## src/rtl/player_controller.sv

```systemverilog
// Debounced buttons drive a per-frame horizontal move and a GROUND/RISE/FALL jump FSM.
// Latency: position and pos_valid_o appear 1 clock after an accepted tick; there is no backpressure, and ticks with game_en_i=0 are dropped.
module player_controller #(
    parameter int SCREEN_W        = 640,
    parameter int SCREEN_H        = 480,
    parameter int PLAYER_W        = 32,
    parameter int PLAYER_H        = 32,
    parameter int STEP            = 4,
    parameter int JUMP_FRAMES     = 16,
    parameter int GROUND_Y        = 416,
    parameter int DEBOUNCE_CYCLES = 250000,
    parameter int POS_W           = 10
) (
    input  logic             clk_i,
    input  logic             rst_ni,
    input  logic             btn_left_i,
    input  logic             btn_right_i,
    input  logic             btn_jump_i,
    input  logic             frame_tick_i,
    input  logic             game_en_i,
    output logic [POS_W-1:0] player_x_o,
    output logic [POS_W-1:0] player_y_o,
    output logic             airborne_o,
    output logic             pos_valid_o
);

    localparam int DB_W     = $clog2(DEBOUNCE_CYCLES + 1);
    localparam int RC_W     = (JUMP_FRAMES > 1) ? $clog2(JUMP_FRAMES) : 1;
    localparam int GROUND_C = (GROUND_Y <= SCREEN_H - PLAYER_H) ? GROUND_Y : SCREEN_H - PLAYER_H;

    localparam logic [POS_W:0]   X_MAX    = (POS_W+1)'(SCREEN_W - PLAYER_W);
    localparam logic [POS_W:0]   STEP_E   = (POS_W+1)'(STEP);
    localparam logic [POS_W:0]   GROUND_E = (POS_W+1)'(GROUND_C);
    localparam logic [POS_W-1:0] X_RESET  = POS_W'((SCREEN_W - PLAYER_W) / 2);
    localparam logic [POS_W-1:0] Y_RESET  = POS_W'(GROUND_C);

    localparam int B_LEFT  = 0;
    localparam int B_RIGHT = 1;
    localparam int B_JUMP  = 2;

    typedef enum logic [1:0] {
        ST_GROUND,
        ST_RISE,
        ST_FALL
    } state_t;

    logic [2:0]           sync1_q, sync1_d;
    logic [2:0]           sync2_q, sync2_d;
    logic [2:0]           db_q, db_d;
    logic [2:0][DB_W-1:0] cnt_q, cnt_d;
    logic                 jump_rise;

    state_t               state_q, state_d;
    logic [RC_W-1:0]      rise_cnt_q, rise_cnt_d;
    logic                 jump_pend_q, jump_pend_d;
    logic [POS_W-1:0]     x_q, x_d;
    logic [POS_W-1:0]     y_q, y_d;
    logic                 airborne_q, airborne_d;
    logic                 pos_valid_q, pos_valid_d;

    logic                 acc;
    logic [POS_W:0]       x_dn, x_up, y_dn, y_up;

    // Counter runs only while the synced level disagrees with the accepted one.
    always_comb begin
        sync1_d   = {btn_jump_i, btn_right_i, btn_left_i};
        sync2_d   = sync1_q;
        db_d      = db_q;
        cnt_d     = cnt_q;
        for (int i = 0; i < 3; i++) begin
            if (sync2_q[i] != db_q[i]) begin
                if (cnt_q[i] == DB_W'(DEBOUNCE_CYCLES - 1)) begin
                    db_d[i]  = sync2_q[i];
                    cnt_d[i] = '0;
                end else begin
                    cnt_d[i] = cnt_q[i] + DB_W'(1);
                end
            end else begin
                cnt_d[i] = '0;
            end
        end
        jump_rise = db_d[B_JUMP] & ~db_q[B_JUMP];
    end

    always_comb begin
        acc         = frame_tick_i & game_en_i;
        x_d         = x_q;
        y_d         = y_q;
        state_d     = state_q;
        rise_cnt_d  = rise_cnt_q;
        jump_pend_d = jump_pend_q;
        pos_valid_d = acc;
        x_dn        = {1'b0, x_q} - STEP_E;
        x_up        = {1'b0, x_q} + STEP_E;
        y_dn        = {1'b0, y_q} - STEP_E;
        y_up        = {1'b0, y_q} + STEP_E;

        if (acc) begin
            jump_pend_d = 1'b0;

            if (db_q[B_LEFT] && !db_q[B_RIGHT]) begin
                x_d = ({1'b0, x_q} < STEP_E) ? '0 : x_dn[POS_W-1:0];
            end else if (db_q[B_RIGHT] && !db_q[B_LEFT]) begin
                x_d = (x_up > X_MAX) ? X_MAX[POS_W-1:0] : x_up[POS_W-1:0];
            end

            case (state_q)
                ST_GROUND: begin
                    if (jump_pend_q) begin
                        state_d    = ST_RISE;
                        rise_cnt_d = '0;
                    end
                end
                ST_RISE: begin
                    y_d        = ({1'b0, y_q} < STEP_E) ? '0 : y_dn[POS_W-1:0];
                    rise_cnt_d = rise_cnt_q + RC_W'(1);
                    if (rise_cnt_q == RC_W'(JUMP_FRAMES - 1)) begin
                        state_d = ST_FALL;
                    end
                end
                ST_FALL: begin
                    if (y_up >= GROUND_E) begin
                        y_d     = Y_RESET;
                        state_d = ST_GROUND;
                    end else begin
                        y_d = y_up[POS_W-1:0];
                    end
                end
                default: state_d = ST_GROUND;
            endcase
        end

        // A press landing on the same clock as a tick belongs to the next tick.
        if (jump_rise) begin
            jump_pend_d = 1'b1;
        end
        airborne_d = (state_d != ST_GROUND);
    end

    always_ff @(posedge clk_i or negedge rst_ni) begin
        if (!rst_ni) begin
            sync1_q     <= '0;
            sync2_q     <= '0;
            db_q        <= '0;
            cnt_q       <= '0;
            state_q     <= ST_GROUND;
            rise_cnt_q  <= '0;
            jump_pend_q <= 1'b0;
            x_q         <= X_RESET;
            y_q         <= Y_RESET;
            airborne_q  <= 1'b0;
            pos_valid_q <= 1'b0;
        end else begin
            sync1_q     <= sync1_d;
            sync2_q     <= sync2_d;
            db_q        <= db_d;
            cnt_q       <= cnt_d;
            state_q     <= state_d;
            rise_cnt_q  <= rise_cnt_d;
            jump_pend_q <= jump_pend_d;
            x_q         <= x_d;
            y_q         <= y_d;
            airborne_q  <= airborne_d;
            pos_valid_q <= pos_valid_d;
        end
    end

    assign player_x_o  = x_q;
    assign player_y_o  = y_q;
    assign airborne_o  = airborne_q;
    assign pos_valid_o = pos_valid_q;

endmodule
```

## config.mk

```make
export PLATFORM = sky130hd
export DESIGN_NAME = player_controller
export DESIGN_NICKNAME = d
export VERILOG_FILES = /design/src/rtl/player_controller.sv
export SDC_FILE = /design/constraint.sdc
export NUM_CORES = 1
export LEC_CHECK = 0
export BUFFER_PORTS_ARGS = -buffer_cell sky130_fd_sc_hd__clkbuf_2
export CAP_MARGIN = 20
export CORE_MARGIN = 1.5
export CORE_UTILIZATION = 50
export CTS_CLUSTER_DIAMETER = 150
export DETAILED_ROUTE_END_ITERATION = 10
export GPL_TIMING_DRIVEN = 0
export PLACE_DENSITY_LB_ADDON = 0.05
export SLEW_MARGIN = 25
export SYNTH_ARGS = -nofsm -noshare
export SYNTH_HDL_FRONTEND = slang
export SYNTH_SLANG_ARGS = --single-unit
```

## constraint.sdc

```tcl
create_clock -name clk_i -period 2.6 [get_ports clk_i]
set_input_delay 0.52 -clock clk_i [delete_from_list [all_inputs] [get_ports clk_i]]
set_output_delay 0.52 -clock clk_i [all_outputs]
set_load 0.02 [all_outputs]
```

# After elaboration in Yosys (flattened, before gate mapping)
# Index checks and enable logic that the tools add are counted.
[word_totals] reg_bits=92 input_bits=7 out_inout_bits=22
[op_classes] muxes=24 reduce_logical=15 magnitude_cmp=4 bitwise_logic=3 addsub=8 eq_ne=10
[ops] op="18-bit two-way mux" n=6
[ops] op="10-bit two-way mux" n=6
[ops] op="18-bit by 1-bit adder with 18-bit output (second input constant)" n=3
[ops] op="18-bit == test (second input constant)" n=3
[ops] op="10-bit by 3-bit adder with 11-bit output (second input constant)" n=2
[ops] op="10-bit by 3-bit < comparator with 1-bit output (second input constant)" n=2
[ops] op="10-bit case mux with 2 select lines" n=1
[ops] op="10-bit by 3-bit subtractor with 10-bit output (second input constant)" n=2
[ops] op="11-bit by 9-bit greater-or-equal comparator with 1-bit output (second input constant)" n=1
[ops] op="11-bit by 10-bit greater-than comparator with 1-bit output (second input constant)" n=1
[ops] op="2-bit nonzero test" n=5
[ops] op="2-bit two-way mux" n=4
[ops] op="4-bit case mux with 2 select lines" n=1
[ops] op="2-bit AND reduction" n=4
[ops] op="2-bit case mux with 3 select lines" n=1
[ops] op="4-bit by 1-bit adder with 4-bit output (second input constant)" n=1
[ops] op="4-bit == test (second input constant)" n=1
[ops] op="1-bit two-way mux" n=4
[ops] op="4-bit two-way mux" n=1
[ops] op="1-bit != test" n=3
[ops] op="3-bit AND reduction" n=1
[ops] op="1-bit AND" n=2
[ops] op="2-bit by 1-bit == test with 1-bit output (second input constant)" n=1
[ops] op="2-bit == test (second input constant)" n=1
[ops] op="other kinds (5)" n=7

# Depth between registers and ports, before layout
# Gate-level depths: netlist of run 1.
[depth] ltp_word=6 mapped_depth=8 ltp_nobuf=7

# Worst setup path after synthesis of run 1
# No wires, ideal clock.
[synth_path] path_type="register to register" from="register y_q[2], in the netlist player_y_o[2]" to="register y_q[6], in the netlist player_y_o[6]" slack_ns=0.667 setup_time_ns=0.090 stages_incl_launch_ff=7 required_time_ns=2.510 synth_period_minus_slack_ns=1.933 arrival_time_ns=1.843 cell_sequence="dfrtp_1 ha_1 and4_1 nor4_4 o21a_2 nand3_4 o31ai_4"
[synth_via] elab_chain_len=4 word_cells_on_any_way=7
[synth_lines] element="start: declaration" line="57" rtl="logic [POS_W-1:0] y_q, y_d;"
[synth_lines] element="start signal: assignment" line="162" rtl="y_q <= y_d;"
[synth_lines] element="10-bit by 3-bit adder with 11-bit output" line="96" rtl="y_up = {1'b0, y_q} + STEP_E;"
[synth_lines] element="11-bit by 9-bit greater-or-equal comparator with 1-bit output" line="122" rtl="if (y_up >= GROUND_E) begin"
[synth_lines] element="10-bit two-way mux" line="122"
[synth_lines] element="10-bit case mux with 2 select lines *" line="107" rtl="case (state_q)"
# Mark *: on every way between the ends. The rest lies on a longest branch, timed or not.
# A chain may end at the register's enable or synchronous reset.

# Worst setup path in the final report of run 1
[layout_path] from="register x_q[2], in the netlist player_x_o[2]" to="register x_q[5], in the netlist player_x_o[5]"
[layout_via] elab_chain_len=5 word_cells_on_any_way=8
[layout_lines] element="start: declaration" line="56" rtl="logic [POS_W-1:0] x_q, x_d;"
[layout_lines] element="start signal: assignment" line="149" rtl="x_q <= X_RESET;"
[layout_lines] element="start signal: assignment" line="161" rtl="x_q <= x_d;"
[layout_lines] element="10-bit by 3-bit adder with 11-bit output" line="94" rtl="x_up = {1'b0, x_q} + STEP_E;"
[layout_lines] element="11-bit by 10-bit greater-than comparator with 1-bit output" line="104" rtl="x_d = (x_up > X_MAX) ? X_MAX[POS_W-1:0] : x_up[POS_W-1:0];"
[layout_lines] element="10-bit two-way mux" line="104"
[layout_lines] element="10-bit two-way mux" line="103" rtl="end else if (db_q[B_RIGHT] && !db_q[B_LEFT]) begin"
[layout_lines] element="10-bit two-way mux *" line="101" rtl="if (db_q[B_LEFT] && !db_q[B_RIGHT]) begin"
# Mark *: on every way between the ends. The rest lies on a longest branch, timed or not. The select of a mux whose other input is x is not followed.

==> reports/results.ini, run 1 <==
[timing]
maxSlewViolCount=0
max_freq_mhz=477.8
slew_headroom_pct=55.12
finalSetupViolCount=0
worst_pin_slew_ps=670.7
postLayoutSetupSlackWorst_ps=507.1
hold_viol_final=0
period_share_pct=80.50
clock_skew_ps=10.55
holdWs_ps=81.77
period_minus_slack_ps=2093
rsz0062_at_grt=false

[yosys]
yosys-top-cells-area=dfrtp_1, xor2_1, nor2_1
avgSynthCellArea_um2=9.318
synth-main-ff-cell=dfrtp_1
synth-seq-cells=88
synth_top_area_cell=dfrtp_1
ys_seq_area_share_pct=44.16
synth_area_um2=5004
synth_edf_count=0
yosys_warnings=0
synth_cell_type_count=71
syn_inst=537
ys_async_sr_fraction_pct=100.0
synth_top_area_share_pct=41.01

[power]
p_per_area_nw_per_um2=614.0
p_leak_nw=2.357
p_clk_share_pct=30.2
power_frac_comb_pct=23.6
vdd_drop_max_mv=0.2967
internal_power_w=0.002338
p_seq_share_pct=46.2
switching_share_pct=31.40
finalPower_w=0.003409
power.switching_w=0.001070

[worst_setup_path]
critPathRequiredTime_ps=2860
reg2reg_depth=7
r2r-start=player_x_o[2]
cp-end-kind=register
critPathSlowestCell=dfrtp_1
reg2reg_slack_ps=510
r2r-end=player_x_o[5]
max_stage_delay_ps=490
crit_chain=inv_1, ha_1, nor4b_4, nand2_1, a211o_1, a22oi_1, o21ai_0
path_buf_inv=1
cp_top_family=compound AO/OA/AOI/OAI gates
path_class=reg -> reg
critPathMaxFanout=9
critical_path_arrival_ps=2350
startpoint_type=register
cp_num_cells=7

[global_routing]
grt_util_met1_pct=27.78
grt_max_degree=50
grt_pass1_wl_um=16620
antenna_found_initial=0
use_met3_pct=2.508
grt_use_total_pct=19.74
grt_pass1_vias=3703
grt_util_met2_pct=31.63
busiest_layer=met2
overflow=0

[cells_and_area]
seqCellArea_um2=2210
layout-drive-gt1-share_pct=14.63
final_cell_mix=dfrtp_1, nor2_1, nand2_1
area_growth_pct=10.95
fin_nets=596
fillers=880
antennaDiodeCount=0
final_core_util_pct=57.06
final_common_cell=dfrtp_1
multi_input_comb_area_um2=2597

[worst_hold_path]
hold_class=in -> async

[detailed_routing]
drt-total-wl_um=9691
drc=0
dr.pass1.iters=5
vias=3941
antenna_left=0
drt_iter0_drc=115
wire_per_inst_um=13.57
avgViaCountPerCell=5.520

[die]
fp.dieH_um=103.0
start_util_pct=51.43
rows=36
die_width_um=103.0
dieArea_um2=10620
core_area_um2=9729
ios=29

[place]
port_buffers=24
dpl_worst_slack_ps=560.6
place_congestion=0.8225
post-dp-hpwl_um=6796

[clock_tree]
root_buffer=clkbuf_8
cts.sinks=88
clk-insertion-delay-late_ps=350
post_cts_resized=0
htreeDepth=3
cts_setup_buffers=0
cts_tree=built
postCtsHoldBufs=0
cts_made_buffers=9
clk_pin_slew_ps=80
clk_path_buf_depth=2

[run_status]
outcome=finished clean

[run]
drv_cap=0

[area by class of cell]
class                           instances  share of cell area (%)
Buffer                                 23                   2.457
Timing Repair Buffer                   25                   2.817
Tap cell                              133                   2.998
Sequential cell                        88                   39.80
Inverter                               19                   1.285
Clock inverter                          3                   1.172
Multi-Input combinational cell        410                   46.79
Clock buffer                           13                   2.682
[synth_stat cells (4+ instances only)]
| master | n |
|---|---|
| nor2_1 | 81 |
| dfrtp_1 | 82 |
| and3_1 | 7 |
| nor3_1 | 10 |
| ha_1 | 13 |
| inv_1 | 19 |
| nand2b_1 | 8 |
| buf_2 | 10 |
| o21ai_0 | 24 |
| nand3b_1 | 4 |
| xor2_1 | 35 |
| and2_1 | 8 |
| nand3_1 | 29 |
| xnor2_1 | 19 |
| a31oi_1 | 7 |
| a21oi_1 | 16 |
| mux2_2 | 4 |
| dfstp_2 | 6 |
| and4_1 | 5 |
| nand4_1 | 18 |
| nand2_1 | 49 |
| o31ai_1 | 5 |
| buf_4 | 8 |
[through the flow]
stage / setup TNS, ps / area [µm²] / instances
after floorplan: 0 / 5015 / 540
after detailed placement: 0 / 5338 / 698
after CTS: 0 / 5552 / 714
after global routing: 0 / 5552 / 714
final: 0 / 5552 / 714
after global placement: -46.30 / 5301 / 697
[metal layers]
layer	part of all wire [%]	wire, µm
met1	50	4889
met2	45	4404
met3	2.7	261
met4	1.4	136
met5	0	0
[state kept, by name, summed over array words and instances (netlist names)]
name	cells
cnt_q	54
player_x_o	8
player_y_o	8
rise_cnt_q	4
db_q	3
sync1_q	3
sync2_q	3
state_q	2
airborne_o	1
jump_pend_q	1
pos_valid_o	1
[worst reg2reg max path: stages, from the launching register on]
cell,delay [ps]
dfrtp_1,490
inv_1,160
ha_1,260
nor4b_4,340
nand2_1,140
a211o_1,280
a22oi_1,220
o21ai_0,120
[worst max-delay path by stage]
stage                  start       endpoint  slack [ps]
2_1_floorplan  player_y_o[2]  player_y_o[6]         670
3_3_place_gp          rst_ni      cnt_q[14]          -2
3_5_place_dp   player_y_o[2]  player_y_o[6]         560
4_1_cts        player_y_o[2]  player_y_o[6]         550
5_1_grt        player_x_o[2]  player_x_o[5]         380
6_report       player_x_o[2]  player_x_o[5]         510
[cell families (layout without fill, tap and decap cells)]
kind of cell	Yosys count	count (layout)	synth area share, %
other cells	1	4	0.07495
compound gates	87	87	11.95
fa+ha+maj	13	13	3.251
buf+inv	42	83	4.151
mux	5	5	1.100
simple gates	247	247	25.86
flops	88	88	44.16
xor+xnor	54	54	9.452
[power by group through the flow]
stage	clock network, W	registers, W	logic (W)
CTS	0.00106	0.00157	0.000807
detailed placement	0	0.00160	0.000801
finish	0.00103	0.00158	0.000804
global placement	0	0.00160	0.000790
floorplan	0	0.00164	0.000538
global route	0.00110	0.00159	0.000903
No activity file was read; power rests on OpenSTA's default activity.
==> inputs of run 2 (changes only) <==
- clock period: 2.6 -> 1.75 ns (I/O delays scaled with it)
==> run 2 against run 1 <==
  * Worst hold slack improved by 6.3 ps
  * Utilization increased by 7.1 points
  * Clock skew shrank 1.7 ps
  * Non-clock buffer count is 32 higher
  * Largest power group unchanged
==> reports/results.ini, run 2 (synthesis gave the netlist of run 1 again) <==
[power]
p_per_area_nw_per_um2=881.5
finalPower_w=0.005500
p_leak_nw=2.644
vdd_drop_max_mv=0.4559

[detailed_routing]
wire_per_inst_um=14.46
wl_met2_um=5330
drt_iter0_drc=180
vias=4103
antenna_left=0
wl_met1_um=4976
drt-total-wl_um=10790
routed.top_layer=met4
drc=0
avgViaCountPerCell=5.500
dr.pass1.iters=5
wl_met3_um=278

[timing]
rsz0062_at_grt=true
hold_viol_final=0
max_freq_mhz=577.8
finalSetupViolCount=0
period_share_pct=98.90
setup_tns_ps=0
clock_skew_ps=8.823
period_minus_slack_ps=1731
maxSlewViolCount=0

[die]
core_area_um2=9729
rows=36
die_width_um=103.0
dieArea_um2=10620
ios=29
start_util_pct=51.43
fp.dieH_um=103.0

[worst_setup_path]
critical_path_arrival_ps=1950
critPathMaxFanout=5
startpoint_type=register
cp-end-kind=register
reg2reg_depth=6
r2r-end=player_x_o[9]
critPathRequiredTime_ps=1970
r2r-start=player_x_o[3]
path_class=reg -> reg
reg2reg_slack_ps=20

[run_status]
outcome=finished clean

[global_routing]
grt_max_degree=88
grt_use_total_pct=20.75
antenna_found_initial=0
grt_pass1_vias=3695
overflow=0
grt_pass1_wl_um=17180

[clock_tree]
htreeDepth=3
clk-insertion-delay-late_ps=370
cts.sinks=88
cts_tree=built
clk_path_buf_depth=2
cts_made_buffers=9
clk_pin_slew_ps=80
root_buffer=clkbuf_8

[cells_and_area]
area_growth_pct=24.68
fillers=840
layout-drive-gt1-share_pct=29.53
final_cells=746
regMostFlops=cnt_q
final_common_cell=dfrtp_1
fin_nets=628
antennaDiodeCount=0
largest_register_ffs=54
final_cell_mix=dfrtp_1, nor2_1, nand2_1

[worst_hold_path]
min_to=sync1_q[0]
holdPathStages=1
hold_class=in -> reg
worstHoldStart=btn_left_i

[place]
post-dp-hpwl_um=6808
dp_cells=698
place_congestion=0.8738
port_buffers=24

[run]
drv_cap=0

run 2: layer usage:
metal  GRT usage (%)  vias up
met5               0        -
met4           8.940        0
met3           3.051       17
met2           33.50       69
met1           27.97     1996
li1                -     2021
run 2: power by group:
part	switching (W)	leakage (nW)	internal (W)
Combinational	0.000930	1.37	0.000721
Clock	0.000712	0.110	0.000800
Sequential	0.000153	1.16	0.00218
run 2: worst max-delay path: stages, from the launching register on:
cell and delay [ps]:
dfrtp_2 470, buf_4 160, or4_4 510, nor2_4 160
a21oi_1 80, o21ai_1 120, nand3_1 90
run 2: repair_timing:
action | 4_1_cts | 5_1_grt
hold buffers | 1 | 0
pin swaps | 8 | 26
gates resized for setup | 20 | 82
hold endpoints to repair | 1 | 0
setup endpoints to repair | 48 | 60
gates cloned | 0 | 2
buffers inserted | 12 | 19
run 2: final cells by class:
class	instances	area (µm²)	area share (%)
clock inverter	6	83.83	1.344
timing repair buffer	59	456.7	7.321
inverter	19	76.32	1.223
sequential	88	2220	35.58
tap	133	166.4	2.667
clock buffer	10	127.6	2.046
multi-input combinational	410	2930	46.97
buffer	21	177.7	2.848
run 2: worst max path at each step:
| stage | startpoint | cells after the start | endpoint | slack, ps |
|---|---|---|---|---|
| after global placement | rst_ni | 1 | player_y_o[3] | -830 |
| after global routing | player_y_o[4] | 6 | player_y_o[7] | -60 |
| after floorplan | player_y_o[8] | 6 | player_y_o[6] | -20 |
| after detailed placement | db_q[0] | 4 | player_x_o[4] | -170 |
| after CTS | player_x_o[2] | 6 | player_x_o[4] | -10 |
| final | player_x_o[3] | 6 | player_x_o[9] | 20 |
run 2: through the flow:
stage,utilization [%],setup slack (ps),hold WS [ps],cell area (µm²)
finish,64.12,19.22,88.03,6238
floorplan,-,-18.04,54.41,5049
global route,64.12,-64.98,71.40,6238
detailed placement,55.21,-173.0,326.8,5371
CTS,59.34,-12.18,71.46,5773
global placement,54.84,-835.0,337.2,5335
==> inputs of run 3 (changes only) <==
- CORE_UTILIZATION: 50 -> 35
- CTS_CLUSTER_SIZE: unset -> 20
==> run 3 against run 2 <==
  * Final area increased by 0.64%
  * Sequential power barely moved
  * Total power increased by 4.8%
  * Clock power up 23%
  * Worst setup slack got worse by 16 ps
  * First-iteration DRC count up 11%
  * Via count decreased by 0.51%
  * Fmax decreased by 0.94%
  * Critical path depth rose by 1
  * Highest routed layer unchanged
  * Global-route usage shrank 4.5 points
  * Utilization is 19 points lower
==> reports/results.ini, run 3 (synthesis gave the netlist of run 1 again) <==
[detailed_routing]
routed.top_layer=met4
vias=4082
avgViaCountPerCell=5.193
dr.pass1.iters=4
antenna_left=0
wl_met1_um=5472
wl_met2_um=5425
drt_iter0_drc=199
wl_met3_um=284
drc=0
wire_per_inst_um=14.51
drt-total-wl_um=11410

[die]
rows=43
start_util_pct=35.91
core_area_um2=13930
die_width_um=122.6
dieArea_um2=15020
ios=29
fp.dieH_um=122.6

[global_routing]
antenna_found_initial=0
grt_pass1_wl_um=19220
grt_use_total_pct=16.20
overflow=0
grt_max_degree=58
grt_pass1_vias=3898

[timing]
clock_skew_ps=11.88
rsz0062_at_grt=true
hold_viol_final=0
max_freq_mhz=572.3
finalSetupViolCount=0
maxSlewViolCount=0
holdWs_ps=113.8
postLayoutSetupSlackWorst_ps=2.745
period_minus_slack_ps=1747
period_share_pct=99.84

[run_status]
outcome=finished clean

[worst_setup_path]
critPathLaunch=player_x_o[3]
critPathMaxFanout=4
path_class=reg -> reg
startpoint_type=register
r2r-start=player_x_o[3]
cp-end-kind=register
critPathRequiredTime_ps=2020
critical_path_arrival_ps=2020

[cells_and_area]
regMostFlops=cnt_q
layout-drive-gt1-share_pct=27.56
final_cell_mix=nor2_1, dfrtp_1, nand2_1
multi_input_comb_area_um2=2903
largest_register_ffs=54
final_common_cell=nor2_1
fillers=1328
seqCellArea_um2=2220
area_growth_pct=25.48
antennaDiodeCount=0
fin_nets=621

[clock_tree]
cts.sinks=88
cts_tree=built
clk-insertion-delay-late_ps=340
cts_made_buffers=9
clk_pin_slew_ps=70
clk_path_buf_depth=2
root_buffer=clkbuf_16
htreeDepth=3

[worst_hold_path]
hold_class=in -> reg
worstHoldStart=btn_right_i

[power]
p_leak_nw=2.609
p_per_area_nw_per_um2=917.9
finalPower_w=0.005763
vdd_drop_max_mv=0.3490

[run]
drv_cap=0

[place]
dpl_worst_slack_ps=-259.1
port_buffers=24
post-dp-hpwl_um=7492
place_congestion=0.8309

[run 3: layout make-up]
type / count / share of cell area [%]
multi-input combinational: 410 / 46.23
sequential: 88 / 35.35
timing repair buffer: 51 / 6.118
clock buffer: 12 / 4.085
tap: 180 / 3.587
buffer: 22 / 2.989
inverter: 19 / 1.176
clock inverter: 4 / 0.4584
[run 3: worst paths after layout]
kind                                       to  slack (ps)  cells past startpoint
max in group asynchronous           cnt_q[13]         690                      3
min in group asynchronous       player_x_o[6]         470                      2
worst min register to register     sync2_q[0]         350                      0
worst min-delay path               sync1_q[1]         110                      1
worst max register to register  player_x_o[5]           3                      7
worst max-delay path            player_x_o[5]           3                      7
[run 3: worst max-delay path, cell delays in order (launching register included)]
cell	delay [ps]
dfrtp_2	440
inv_2	100
ha_4	150
nor4b_4	270
nand2_1	150
a211o_1	330
a22oi_2	160
o21ai_1	90
[run 3: per-layer routing]
metal / GRT usage (%) / vias to the layer above
met5: 0 / -
met1: 21.87 / 2017
met4: 6.468 / 0
li1: - / 2005
met2: 25.49 / 43
met3: 3.299 / 17
[run 3: timing repair]
item,4_1_cts,5_1_grt
setup buffers,10,14
setup endpoints to repair,58,53
hold buffers,1,0
endpoints found under the hold margin,26,0
resized for setup,33,55
gates cloned,0,1
pin swaps,9,19
[run 3: power by group]
part | internal [W] | total [W] | switching (W)
registers | 0.00219 | 0.00234 | 0.000155
clock network | 0.00104 | 0.00185 | 0.000811
logic | 0.000659 | 0.00157 | 0.000912
[run 3: through the flow]
stage,util [%],area (µm²),instances,TNS [ps]
detailed placement,38.97,5430,745,-6487
CTS,42.56,5931,771,-39.67
global route,45.06,6279,786,-595.6
global placement,38.71,5394,744,-76420
finish,45.06,6279,786,0
floorplan,-,5049,540,-18.04
